$ cat src/rtl/jt6821_pkg.sv
// Shared definitions for the jt6821 PIA: register-select codes, control
// register bit positions, C2 output modes and the C2 state encoding.
package jt6821_pkg;

  typedef enum logic [1:0] {
    RS_PA  = 2'd0,
    RS_CRA = 2'd1,
    RS_PB  = 2'd2,
    RS_CRB = 2'd3
  } rs_e;

  localparam int CR_C1EN   = 0;
  localparam int CR_C1EDGE = 1;
  localparam int CR_DDRSEL = 2;
  localparam int CR_C2EN   = 3;
  localparam int CR_C2EDGE = 4;
  localparam int CR_C2OUT  = 5;
  localparam int CR_F2     = 6;
  localparam int CR_F1     = 7;

  // CR[5:3] values for the two strobe-driven C2 output modes
  localparam logic [2:0] C2M_HANDSHAKE = 3'b100;
  localparam logic [2:0] C2M_PULSE     = 3'b101;

  typedef enum logic [1:0] {
    C2_IDLE      = 2'd0,
    C2_HS_LOW    = 2'd1,
    C2_PULSE_LOW = 2'd2
  } c2_state_e;

endpackage

$ cat src/rtl/jt6821_side.sv
// One PIA side: control register, IRQ flags, C1/C2 synchronisers and the
// C2 output state machine. Side A triggers C2 on OR reads, side B on writes.
module jt6821_side
  import jt6821_pkg::*;
#(
  parameter bit TRIG_ON_WRITE = 1'b0
) (
  input  logic       clk,
  input  logic       rst,
  input  logic       cen,
  input  logic       cr_we,
  input  logic [5:0] cr_wdata,
  input  logic       or_rd,
  input  logic       or_wr,
  input  logic       c1,
  input  logic       c2_in,
  output logic [7:0] cr,
  output logic       irq,
  output logic       c2_out
);

  logic [5:0] ctl_q, ctl_d;
  logic       f1_q, f1_d, f2_q, f2_d;
  logic [2:0] c1_sh_q, c1_sh_d, c2_sh_q, c2_sh_d;
  c2_state_e  state_q, state_d;
  logic       c1_edge, c2_edge, trig;

  // NOTE: every combinational output gets a default at the top of the block,
  // so no path can leave a value unassigned and infer a latch.
  always_comb begin
    c1_sh_d = {c1_sh_q[1:0], c1};
    c2_sh_d = {c2_sh_q[1:0], c2_in};
    // bit 1 is the synchronised level, bit 2 its previous value
    c1_edge = ctl_q[CR_C1EDGE] ? (c1_sh_q[1] & ~c1_sh_q[2])
                               : (~c1_sh_q[1] & c1_sh_q[2]);
    c2_edge = ~ctl_q[CR_C2OUT] &
              (ctl_q[CR_C2EDGE] ? (c2_sh_q[1] & ~c2_sh_q[2])
                                : (~c2_sh_q[1] & c2_sh_q[2]));
    trig    = TRIG_ON_WRITE ? or_wr : or_rd;

    ctl_d = cr_we ? cr_wdata : ctl_q;
    // a set on the same edge as a clearing read wins
    f1_d  = c1_edge | (f1_q & ~or_rd);
    f2_d  = c2_edge | (f2_q & ~or_rd);

    state_d = state_q;
    if (cr_we) begin
      state_d = C2_IDLE;
    end else begin
      unique case (state_q)
        C2_IDLE: begin
          if (trig && ctl_q[CR_C2OUT:CR_C2EN] == C2M_HANDSHAKE) state_d = C2_HS_LOW;
          if (trig && ctl_q[CR_C2OUT:CR_C2EN] == C2M_PULSE)     state_d = C2_PULSE_LOW;
        end
        C2_HS_LOW:    if (c1_edge) state_d = C2_IDLE;
        C2_PULSE_LOW: if (cen)     state_d = C2_IDLE;
        default:      state_d = C2_IDLE;
      endcase
    end

    c2_out = 1'b1;
    if (ctl_q[CR_C2OUT]) begin
      c2_out = ctl_q[CR_C2EDGE] ? ctl_q[CR_C2EN] : (state_q == C2_IDLE);
    end

    cr  = {f1_q, f2_q, ctl_q};
    irq = (f1_q & ctl_q[CR_C1EN]) | (f2_q & ctl_q[CR_C2EN] & ~ctl_q[CR_C2OUT]);
  end

  // NOTE: state registers use non-blocking assignments so every flop samples
  // the pre-edge values, independent of statement order.
  always_ff @(posedge clk or posedge rst) begin
    if (rst) begin
      ctl_q   <= '0;
      f1_q    <= 1'b0;
      f2_q    <= 1'b0;
      c1_sh_q <= '0;
      c2_sh_q <= '0;
      state_q <= C2_IDLE;
    end else begin
      ctl_q   <= ctl_d;
      f1_q    <= f1_d;
      f2_q    <= f2_d;
      c1_sh_q <= c1_sh_d;
      c2_sh_q <= c2_sh_d;
      state_q <= state_d;
    end
  end

endmodule

$ cat src/rtl/jt6821_pia.sv
// MC6821-style PIA: port output/direction registers, host read mux and two
// handshake sides.
module jt6821_pia
  import jt6821_pkg::*;
(
  input  logic       clk,
  input  logic       rst,
  input  logic       cen,
  input  logic       cs,
  input  logic [1:0] rs,
  input  logic       wr,
  input  logic [7:0] din,
  output logic [7:0] dout,
  output logic       irqa,
  output logic       irqb,
  input  logic [7:0] pa_in,
  input  logic [7:0] pb_in,
  output logic [7:0] pa_out,
  output logic [7:0] pb_out,
  output logic [7:0] pa_oe,
  output logic [7:0] pb_oe,
  input  logic       ca1,
  input  logic       cb1,
  input  logic       ca2_in,
  input  logic       cb2_in,
  output logic       ca2_out,
  output logic       cb2_out
);

  logic [7:0] ora_q, ora_d, ddra_q, ddra_d, orb_q, orb_d, ddrb_q, ddrb_d;
  logic [7:0] cra, crb;
  logic       acc_wr, acc_rd;
  logic       or_sel_a, ddr_sel_a, or_sel_b, ddr_sel_b;
  logic       cra_we, crb_we, ora_rd, ora_wr, orb_rd, orb_wr;
  rs_e        rs_sel;

  always_comb begin
    rs_sel = rs_e'(rs);
    acc_wr = cs & cen & wr;
    acc_rd = cs & cen & ~wr;

    or_sel_a  = (rs_sel == RS_PA) &  cra[CR_DDRSEL];
    ddr_sel_a = (rs_sel == RS_PA) & ~cra[CR_DDRSEL];
    or_sel_b  = (rs_sel == RS_PB) &  crb[CR_DDRSEL];
    ddr_sel_b = (rs_sel == RS_PB) & ~crb[CR_DDRSEL];

    cra_we = acc_wr & (rs_sel == RS_CRA);
    crb_we = acc_wr & (rs_sel == RS_CRB);
    ora_rd = acc_rd & or_sel_a;
    ora_wr = acc_wr & or_sel_a;
    orb_rd = acc_rd & or_sel_b;
    orb_wr = acc_wr & or_sel_b;

    ora_d  = ora_wr                ? din : ora_q;
    ddra_d = (acc_wr & ddr_sel_a)  ? din : ddra_q;
    orb_d  = orb_wr                ? din : orb_q;
    ddrb_d = (acc_wr & ddr_sel_b)  ? din : ddrb_q;

    dout = 8'h00;
    unique case (rs_sel)
      RS_PA:  dout = cra[CR_DDRSEL] ? pa_in : ddra_q;
      RS_CRA: dout = cra;
      // port B reads back its own drivers on output bits
      RS_PB:  dout = crb[CR_DDRSEL] ? ((orb_q & ddrb_q) | (pb_in & ~ddrb_q)) : ddrb_q;
      RS_CRB: dout = crb;
      default: dout = 8'h00;
    endcase
  end

  always_ff @(posedge clk or posedge rst) begin
    if (rst) begin
      ora_q  <= '0;
      ddra_q <= '0;
      orb_q  <= '0;
      ddrb_q <= '0;
    end else begin
      ora_q  <= ora_d;
      ddra_q <= ddra_d;
      orb_q  <= orb_d;
      ddrb_q <= ddrb_d;
    end
  end

  assign pa_out = ora_q;
  assign pa_oe  = ddra_q;
  assign pb_out = orb_q;
  assign pb_oe  = ddrb_q;

  jt6821_side #(.TRIG_ON_WRITE(1'b0)) u_side_a (
    .clk      (clk),
    .rst      (rst),
    .cen      (cen),
    .cr_we    (cra_we),
    .cr_wdata (din[5:0]),
    .or_rd    (ora_rd),
    .or_wr    (ora_wr),
    .c1       (ca1),
    .c2_in    (ca2_in),
    .cr       (cra),
    .irq      (irqa),
    .c2_out   (ca2_out)
  );

  jt6821_side #(.TRIG_ON_WRITE(1'b1)) u_side_b (
    .clk      (clk),
    .rst      (rst),
    .cen      (cen),
    .cr_we    (crb_we),
    .cr_wdata (din[5:0]),
    .or_rd    (orb_rd),
    .or_wr    (orb_wr),
    .c1       (cb1),
    .c2_in    (cb2_in),
    .cr       (crb),
    .irq      (irqb),
    .c2_out   (cb2_out)
  );

endmodule

$ cat config.mk
export PLATFORM = sky130hd
export DESIGN_NAME = jt6821_pia
export DESIGN_NICKNAME = d
export VERILOG_FILES = /design/src/rtl/jt6821_pkg.sv /design/src/rtl/jt6821_side.sv /design/src/rtl/jt6821_pia.sv
export SDC_FILE = /design/constraint.sdc
export NUM_CORES = 1
export LEC_CHECK = 0
export ABC_AREA = 1
export BUFFER_PORTS_ARGS = -buffer_cell sky130_fd_sc_hd__buf_4
export CORE_MARGIN = 2
export CORE_UTILIZATION = 47
export DETAILED_ROUTE_END_ITERATION = 7
export GPL_ROUTABILITY_DRIVEN = 0
export PLACE_DENSITY_LB_ADDON = 0.3
export SYNTH_ARGS = -nofsm -noshare
export SYNTH_HDL_FRONTEND = slang
export SYNTH_SLANG_ARGS = --single-unit
$ cat constraint.sdc
create_clock -name clk -period 2.01 [get_ports clk]
set_input_delay 0.3015 -clock clk [delete_from_list [all_inputs] [get_ports clk]]
set_output_delay 0.3015 -clock clk [all_outputs]
set_load 0.05 [all_outputs]
* Yosys cells after proc, flatten, opt, wreduce, memory -nomap -nowiden
Index checks and enable logic that the tools add are counted.
** Word-level totals
- Register bits after elaboration :: 64
- Input bits :: 35
- Output and inout bits :: 44
- Logic and storage cells :: 124
** Operators by class
- Equal/unequal tests :: 17
- Multiplexer cells :: 22
- Bitwise logic cells :: 60
- Reduce and logical (&&, ||, !) cells :: 9
** Operator list (count)
- AND 1 bit :: 35
- case mux 8 bit (4 select lines) :: 1
- 2-to-1 mux 2 bit :: 9
- AND 8 bit :: 2
- 2-to-1 mux 8 bit :: 2
- inverter 1 bit :: 15
- == test 3 bit, second input constant :: 4
- case mux 2 bit (3 select lines) :: 2
- == test 2 bit, second input constant :: 4
- 2-to-1 mux 1 bit :: 8
- inequality test 4 x 1 -> 1 bit, second input constant :: 2
- inverter 8 bit :: 1
- bitwise OR 8 bit :: 1
- == test 2 x 1 -> 1 bit, second input constant :: 3
- zero test 2 bit :: 3
- inequality test 3 x 1 -> 1 bit, second input constant :: 2
- inequality test 3 x 2 -> 1 bit, second input constant :: 2
- bitwise OR 1 bit :: 6
- AND reduction 3 bit :: 2
- logical AND 1 bit :: 4

* Longest topological paths before layout
Gate-level depths: netlist (run 1).
- Depth in word-level cells :: 8
- Mapped depth :: 7
- Depth with buffers taken out :: 7

* Hierarchy
From an unflattened synthesis (run 1), not the netlist that was laid out.
** Second synthesis, totals
- Cell total of the unflattened synthesis :: 429
- Area total of the unflattened synthesis :: 3315.7 um^2
** Modules (own cells, without submodules)
- jt6821_pia :: instances 1, cells an instance 279, area each 1956.9 um^2, seq. area each 800.8 um^2
- jt6821_side :: instances 2, cells an instance 75, area each 679.4 um^2, seq. area each 400.4 um^2

* Least setup slack after synthesis (run 1)
Ideal clock, no wire load.
- Kind :: register to output
- From :: register u_side_a.state_q[1]
- To :: output ca2_out
- Arrival time :: 1777 ps
- Required time :: 1709 ps
- Slack :: -69 ps
- Stages on the path, launching flop included :: 3
- Path buffers :: 0
- Cells stage by stage :: dfrtp_1 or2_2 o21ai_0
** Between the ends
- Cells in the longest elaborated chain, start to end :: 3
** RTL lines
- from (decl) :: RTL line jt6821_side.sv:25 : c2_state_e state_q, state_d;
- from (signal assigned) :: RTL line jt6821_side.sv:86 : state_q <= state_d;
- zero test 2 bit :: RTL line jt6821_side.sv:63 : c2_out = ctl_q[CR_C2EDGE] ? ctl_q[CR_C2EN] : (state_q == C2_IDLE);
- 2-to-1 mux 1 bit :: RTL line jt6821_side.sv:63
- 2-to-1 mux 1 bit :: RTL line jt6821_side.sv:62 : if (ctl_q[CR_C2OUT]) begin
- to (decl) :: RTL line jt6821_pia.sv:26 : output logic ca2_out,
No other way between the ends.

* Final worst setup path (run 1)
- From :: register u_side_b.ctl_q[2]
- To :: output dout[4]
** Between the ends
- Cells in the longest elaborated chain, start to end :: 2
** RTL lines
- from (decl) :: RTL line jt6821_side.sv:22 : logic [5:0] ctl_q, ctl_d;
- from (signal assigned) :: RTL line jt6821_side.sv:81 : ctl_q <= ctl_d;
- 2-to-1 mux 8 bit :: RTL line jt6821_pia.sv:64 : RS_PB: dout = crb[CR_DDRSEL] ? ((orb_q & ddrb_q) | (pb_in & ~ddrb_q)) : ddrb_q;
- case mux 8 bit (4 select lines) :: RTL line jt6821_pia.sv:60 : unique case (rs_sel)
- to (decl) :: RTL line jt6821_pia.sv:13 : output logic [7:0] dout,
No other way between the ends.

==> results of run 1 <==
-- what timing repair did --
item / CTS / global route
buffers inserted: 0 / 1
setup endpoints to repair: 2 / 1
endpoints found under the hold margin: 0 / 0
gates resized for setup: 1 / 1
pin swaps: 0 / 1
-- power by group through the flow --
stage                     clock network [uW]  registers [uW]  logic, uW
after floorplan                            0            2440        819
after global placement                     0            1820       2080
after detailed placement                   0            1830       2100
after CTS                               1070            1810       2110
after global routing                    1120            1860       2240
final                                   1050            1810       2100
-- final cells by class --
class	instances	area [um2]	area share
repair buffers	86	671	0.172
well taps	77	96.3	0.0247
flip-flops and latches	64	1600	0.412
clock inverters	7	62.6	0.0161
clock buffers	9	124	0.0318
multi-input cells	216	1130	0.291
inverters	55	206	0.0530
-- metrics by stage --
stage / instances / cell area [um2] / hold WS (ps) / power [uW] / setup slack [ps]
after floorplan: 343 / 2990 / 331 / 3260 / 15.0
after global placement: 497 / 3690 / 335 / 3900 / 267
after detailed placement: 497 / 3690 / 335 / 3930 / 265
after CTS: 513 / 3890 / 3.93 / 4990 / 95.9
after global routing: 514 / 3890 / 39.4 / 5210 / 40.1
final: 514 / 3890 / -0.740 / 4970 / 118
-- registers in the layout, summed over array words and instances, names as in the netlist, 2 cells and up --
register / count
pa_oe: 8
pa_out: 8
pb_oe: 8
pb_out: 8
u_side_a.c1_sh_q: 3
u_side_a.c2_sh_q: 3
u_side_a.ctl_q: 6
u_side_a.state_q: 2
u_side_b.c1_sh_q: 3
u_side_b.c2_sh_q: 3
u_side_b.ctl_q: 6
u_side_b.state_q: 2
-- cell families after synthesis --
kind of cell           share of synthesized area
AND/OR/NAND/NOR                            0.198
AO/OA/AOI/OAI                              0.146
buffers and inverters                     0.0878
multiplexers                              0.0326
flip-flops                                 0.535
-- critical path: stages (launching register included) --
cell and delay [ps]:
dfrtp_1 440, buf_4 210, nand3_1 90, nand2_1 60, o2111ai_1 200, buf_4 230
-- how the worst max path moves through the flow --
stage / slack (ps) / cells past startpoint / to
detailed placement: 270 / 7 / dout[1]
global route: 40 / 5 / dout[4]
finish: 120 / 5 / dout[4]
CTS: 100 / 5 / dout[1]
floorplan: 10 / 4 / dout[3]
global placement: 270 / 7 / dout[1]
-- synth_stat cells --
cell	count
nand3_2	1
or2_2	2
dfrtp_1	64
mux2_1	2
inv_1	53
nand2_2	3
nand2_1	75
clkbuf_1	1
mux2_4	2
buf_4	2
mux2_2	4
inv_2	2
o21bai_1	2
nor2_2	4
o32ai_1	2
nand3b_1	1
nor3_1	1
buf_6	2
nor2_4	2
nand3_4	1
buf_2	3
nor3_4	1
o22ai_1	8
nand4_1	1
o2111ai_1	8
nand3_1	18
a21oi_1	18
o21ai_0	39
nor2_1	21
-- metal layers --
metal | wire [um] | up-vias
met5 | 0 | -
met4 | 181 | 0
met3 | 491 | 15
met2 | 3620 | 86
met1 | 3300 | 1263
li1 | - | 1303
-- placed cells by master, fill, tap and decap left out, types with 3 or more instances in the layout --
cell	n
buf_4	84
nand2_1	75
dfrtp_1	63
inv_1	52
o21ai_0	37
nor2_1	21
nand3_1	18
a21oi_1	18
clkbuf_8	9
o22ai_1	8
o2111ai_1	8
clkinv_2	5
mux2_2	4
inv_2	3
nand2_2	3
nor2_2	3
nor2_4	3
==> results_dict.tcl, run 1 <==
set metrics [dict create \
    syn2layout_area_growth_pct 30.2 \
    synth.area.top_cells "dfrtp_1, nand2_1, inv_1, o21ai_0, a21oi_1" \
    wl_per_cell_um 14.8 \
    core_um2 6240 \
    vias 2667 \
    synth_area_per_cell_um2 8.72 \
    hold_class "in -> async" \
    violations "hold timing" \
    max_freq_mhz 528 \
    dieHeight_um 83.8 \
    grtUsageMet3 0.0396 \
    cts_root_buffer "clkbuf_8" \
    final.setup.tns_ps 0 \
    seq_power_share 0.364 \
    use_met1 0.312 \
    p_leak_uw 0.00193 \
    rr_endpoint "pa_out[2]" \
    criticalPathCategory "reg -> out" \
    clockBufferDepth 2 \
    cp.required_ps 1710 \
    p_int_uw 2790 \
    startpoint "u_side_b.ctl_q[2]" \
    status "finished with violations" \
    path_clk_slew_ps 70 \
    ios 79 \
    hold_viol 1 \
    n_fill_cell 564 \
    antenna_found_initial 0 \
    first_global_vias 2516 \
    yosys.cell_types.count 29 \
    power_frac_clock 0.212 \
    drive_gt1_frac 0.288 \
    synth_top_area_frac 0.535 \
    start_kind "flop" \
    routed_wirelength_mm 7.59 \
    syn_area_um2 2990 \
    antenna_left 0 \
    die-area_um2 7020 \
    core.rowCount 29 \
    clkSinkCount 64 \
    worst_slew_pin_slew_ps 531 \
    grt_usage 0.230 \
    final_max_slew_viol_count 0 \
    insertion_delay_ps 340 \
    r2r_start "u_side_a.ctl_q[2]" \
    synth_cells 343 \
    p_switching_uw 2180 \
    r2r_setup_slack_ps 640 \
    synth-seq-cells 64 \
    synth_fp_nets 378 \
    hold_buffers 0 \
    tritoncts "done" \
    dieWidth_um 83.8 \
    vdd_ir_drop_max_mv 1.02 \
    drc 0 \
    pwr-share-comb 0.423 \
    drt_pass1_iterations 4 \
    start_util 0.479 \
    endpoint_kind "output pin" \
    rr_worst_depth 3 \
    slew_headroom 0.645 \
    grt_pass1_wl_mm 12.4 \
    rsz0062_at_grt "false" \
    grt_max_degree 25 \
    layout.nets 467 \
    io_buffers 78 \
    cp.arrival_ps 1590 \
    yosys.area.top_type "dfrtp_1" \
    final_util 0.624 \
    p_sw_frac 0.439 \
    power_density_nw_per_um2 1280 \
    diodes 0 \
    holdWs_ps -0.740 \
    fin_skew_ps 5.21 \
    cap_viol_max_count 0 \
    drtIter0Drc 173 \
    cts_made_buffers 9 \
    dp_hpwl_mm 5.83 \
    grtUsageMet2 0.358 \
    gr-total-overflow 0 \
    finalSetupViolCount 0 \
    period_needed_ps 1890 \
    ys_seq_area_frac 0.535 \
    critPathMaxFanout 14 \
    htreeDepth 3 \
    top_usage_layer "met2" \
    viasPerCell 5.19 \
    ys_warn_count 0 \
    finalCritPeriodShare 0.941 \
]
Note: power is estimated with default switching activity, not from simulation.
==> run 2: changes to the inputs <==
--- a/config.mk
+++ b/config.mk
@@ -7,8 +7,10 @@
 export LEC_CHECK = 0
 export ABC_AREA = 1
 export BUFFER_PORTS_ARGS = -buffer_cell sky130_fd_sc_hd__buf_4
+export CELL_PAD_IN_SITES_DETAIL_PLACEMENT = 0
+export CELL_PAD_IN_SITES_GLOBAL_PLACEMENT = 2
 export CORE_MARGIN = 2
-export CORE_UTILIZATION = 47
+export CORE_UTILIZATION = 28
 export DETAILED_ROUTE_END_ITERATION = 7
 export GPL_ROUTABILITY_DRIVEN = 0
 export PLACE_DENSITY_LB_ADDON = 0.3
==> run 2 against run 1 <==
Against the previous run: the flow now finishes without violations; total power rose by 2.0%; global-route usage fell by 6.0 points; cell area rose by 3.3%; core utilization fell by 24 points; clock skew rose by 7.7 ps; critical path depth did not move.
==> results_dict.tcl, run 2 (synthesis gave the netlist of run 1 again) <==
set metrics [dict create \
    core.rowCount 37 \
    seq_power_share 0.357 \
    p_int_uw 2820 \
    n_fill_cell 1081 \
    clkSinkCount 64 \
    p_leak_uw 0.00195 \
    grt_max_degree 32 \
    antenna_found_initial 0 \
    dieWidth_um 107 \
    rr_worst_depth 5 \
    finalSetupViolCount 0 \
    p_switching_uw 2250 \
    cts_made_buffers 9 \
    start_kind "flop" \
    drive_gt1_frac 0.293 \
    wl_per_cell_um 15.9 \
    rr_endpoint "u_side_b.state_q[0]" \
    htreeDepth 3 \
    criticalPathCategory "reg -> out" \
    pwr-share-comb 0.422 \
    start_util 0.288 \
    core_um2 10400 \
    hold_viol 0 \
    final_cell_mix "buf_4, nand2_1, dfrtp_1, inv_1, o21ai_0" \
    final_max_slew_viol_count 0 \
    seq_area_um2 1600 \
    drc 0 \
    multi_input_area_um2 1130 \
    holdPathStages 1 \
    diodes 0 \
    drt_pass1_iterations 5 \
    slew_headroom 0.594 \
    grt_pass1_wl_mm 14.7 \
    syn2layout_area_growth_pct 34.5 \
    clockBufferDepth 2 \
    final_area_um2 4020 \
    routed_wirelength_mm 9.16 \
    dp_hpwl_mm 6.73 \
    status "finished clean" \
    dpl.cell_count 560 \
    path_clk_slew_ps 80 \
    final_common_cell "buf_4" \
    critPathMaxFanout 12 \
    final_util 0.388 \
    ios 79 \
    io_buffers 78 \
    p_sw_frac 0.444 \
    totalPowerFinal_uw 5070 \
    first_global_vias 2732 \
    cp.required_ps 1710 \
    period_needed_ps 1910 \
    insertion_delay_ps 350 \
    dieHeight_um 107 \
    drtIter0Drc 106 \
    worst_slew_pin_slew_ps 606 \
    min_to "u_side_b.c1_sh_q[0]" \
    endpoint_kind "output pin" \
    die-area_um2 11500 \
    cp.arrival_ps 1610 \
    cts_root_buffer "clkbuf_8" \
    hold_class "in -> reg" \
    power_density_nw_per_um2 1260 \
    cap_viol_max_count 0 \
    vias 2646 \
    layout.nets 471 \
    tritoncts "done" \
    hold_start "cb1" \
    grt_usage 0.170 \
    finalCritPeriodShare 0.951 \
    fin_skew_ps 12.9 \
    dpl_cell_area_um2 3810 \
    vdd_ir_drop_max_mv 0.599 \
    max_freq_mhz 523 \
    r2r_start "u_side_b.ctl_q[2]" \
    gr-total-overflow 0 \
    viasPerCell 4.59 \
    final.setup.tns_ps 0 \
    antenna_left 0 \
    r2r_setup_slack_ps 590 \
    instances_no_fill 577 \
    power_frac_clock 0.221 \
]
==> run 2: critical path: stages (launching register included) <==
cell and delay, ps:
dfrtp_2 480, buf_12 170, nand3_1 80, nand2_1 50, o2111ai_1 230, buf_4 250
==> run 2: layer usage <==
layer | routed length, um | GRT usage | vias to the layer above
met2 | 4260 | 0.264 | 71
li1 | - | - | 1302
met1 | 4430 | 0.237 | 1266
met3 | 377 | 0.0436 | 7
met5 | 0 | 0 | -
met4 | 92 | 0.0385 | 0
==> run 2: through the flow <==
stage | hold WS [ps] | setup slack (ps)
after floorplan | 331 | 15.0
after global placement | 239 | 339
after detailed placement | 241 | 334
after CTS | 46.5 | 12.5
after global routing | 39.0 | -1.31
final | 61.3 | 98.1
==> run 2: final cells by class <==
class                      instances  area share
clock buffer                       9      0.0308
clock inverter                     7      0.0177
inverter                          55      0.0513
multi-input combinational        216       0.281
sequential                        64       0.398
tap                              136      0.0423
timing repair buffer              90       0.178
==> run 2: power groups by stage <==
| stage | Sequential [uW] | Clock, uW | Combinational [uW] |
|---|---|---|---|
| 6_report | 1810 | 1120 | 2140 |
| 5_1_grt | 1850 | 1220 | 2300 |
| 4_1_cts | 1810 | 1160 | 2160 |
| 3_5_place_dp | 1830 | 0 | 2150 |
| 3_3_place_gp | 1820 | 0 | 2140 |
| 2_1_floorplan | 2440 | 0 | 819 |
==> run 2: worst max path at each step <==
stage                         end         startpoint  cells past startpoint  slack (ps)
after global routing      dout[5]  u_side_a.ctl_q[2]                      6          -1
after CTS                 dout[2]  u_side_b.ctl_q[2]                      5          10
after detailed placement  dout[5]              rs[1]                      8         330
final                     dout[5]  u_side_b.ctl_q[2]                      5         100
after floorplan           dout[3]  u_side_b.ctl_q[2]                      4          10
after global placement    dout[5]              rs[1]                      8         340
==> run 2: repair_timing <==
action | in CTS | in global routing
gates resized for setup | 0 | 2
hold endpoints to repair | 7 | 0
buffers inserted | 0 | 0
hold buffers | 1 | 0
setup endpoints to repair | 0 | 7
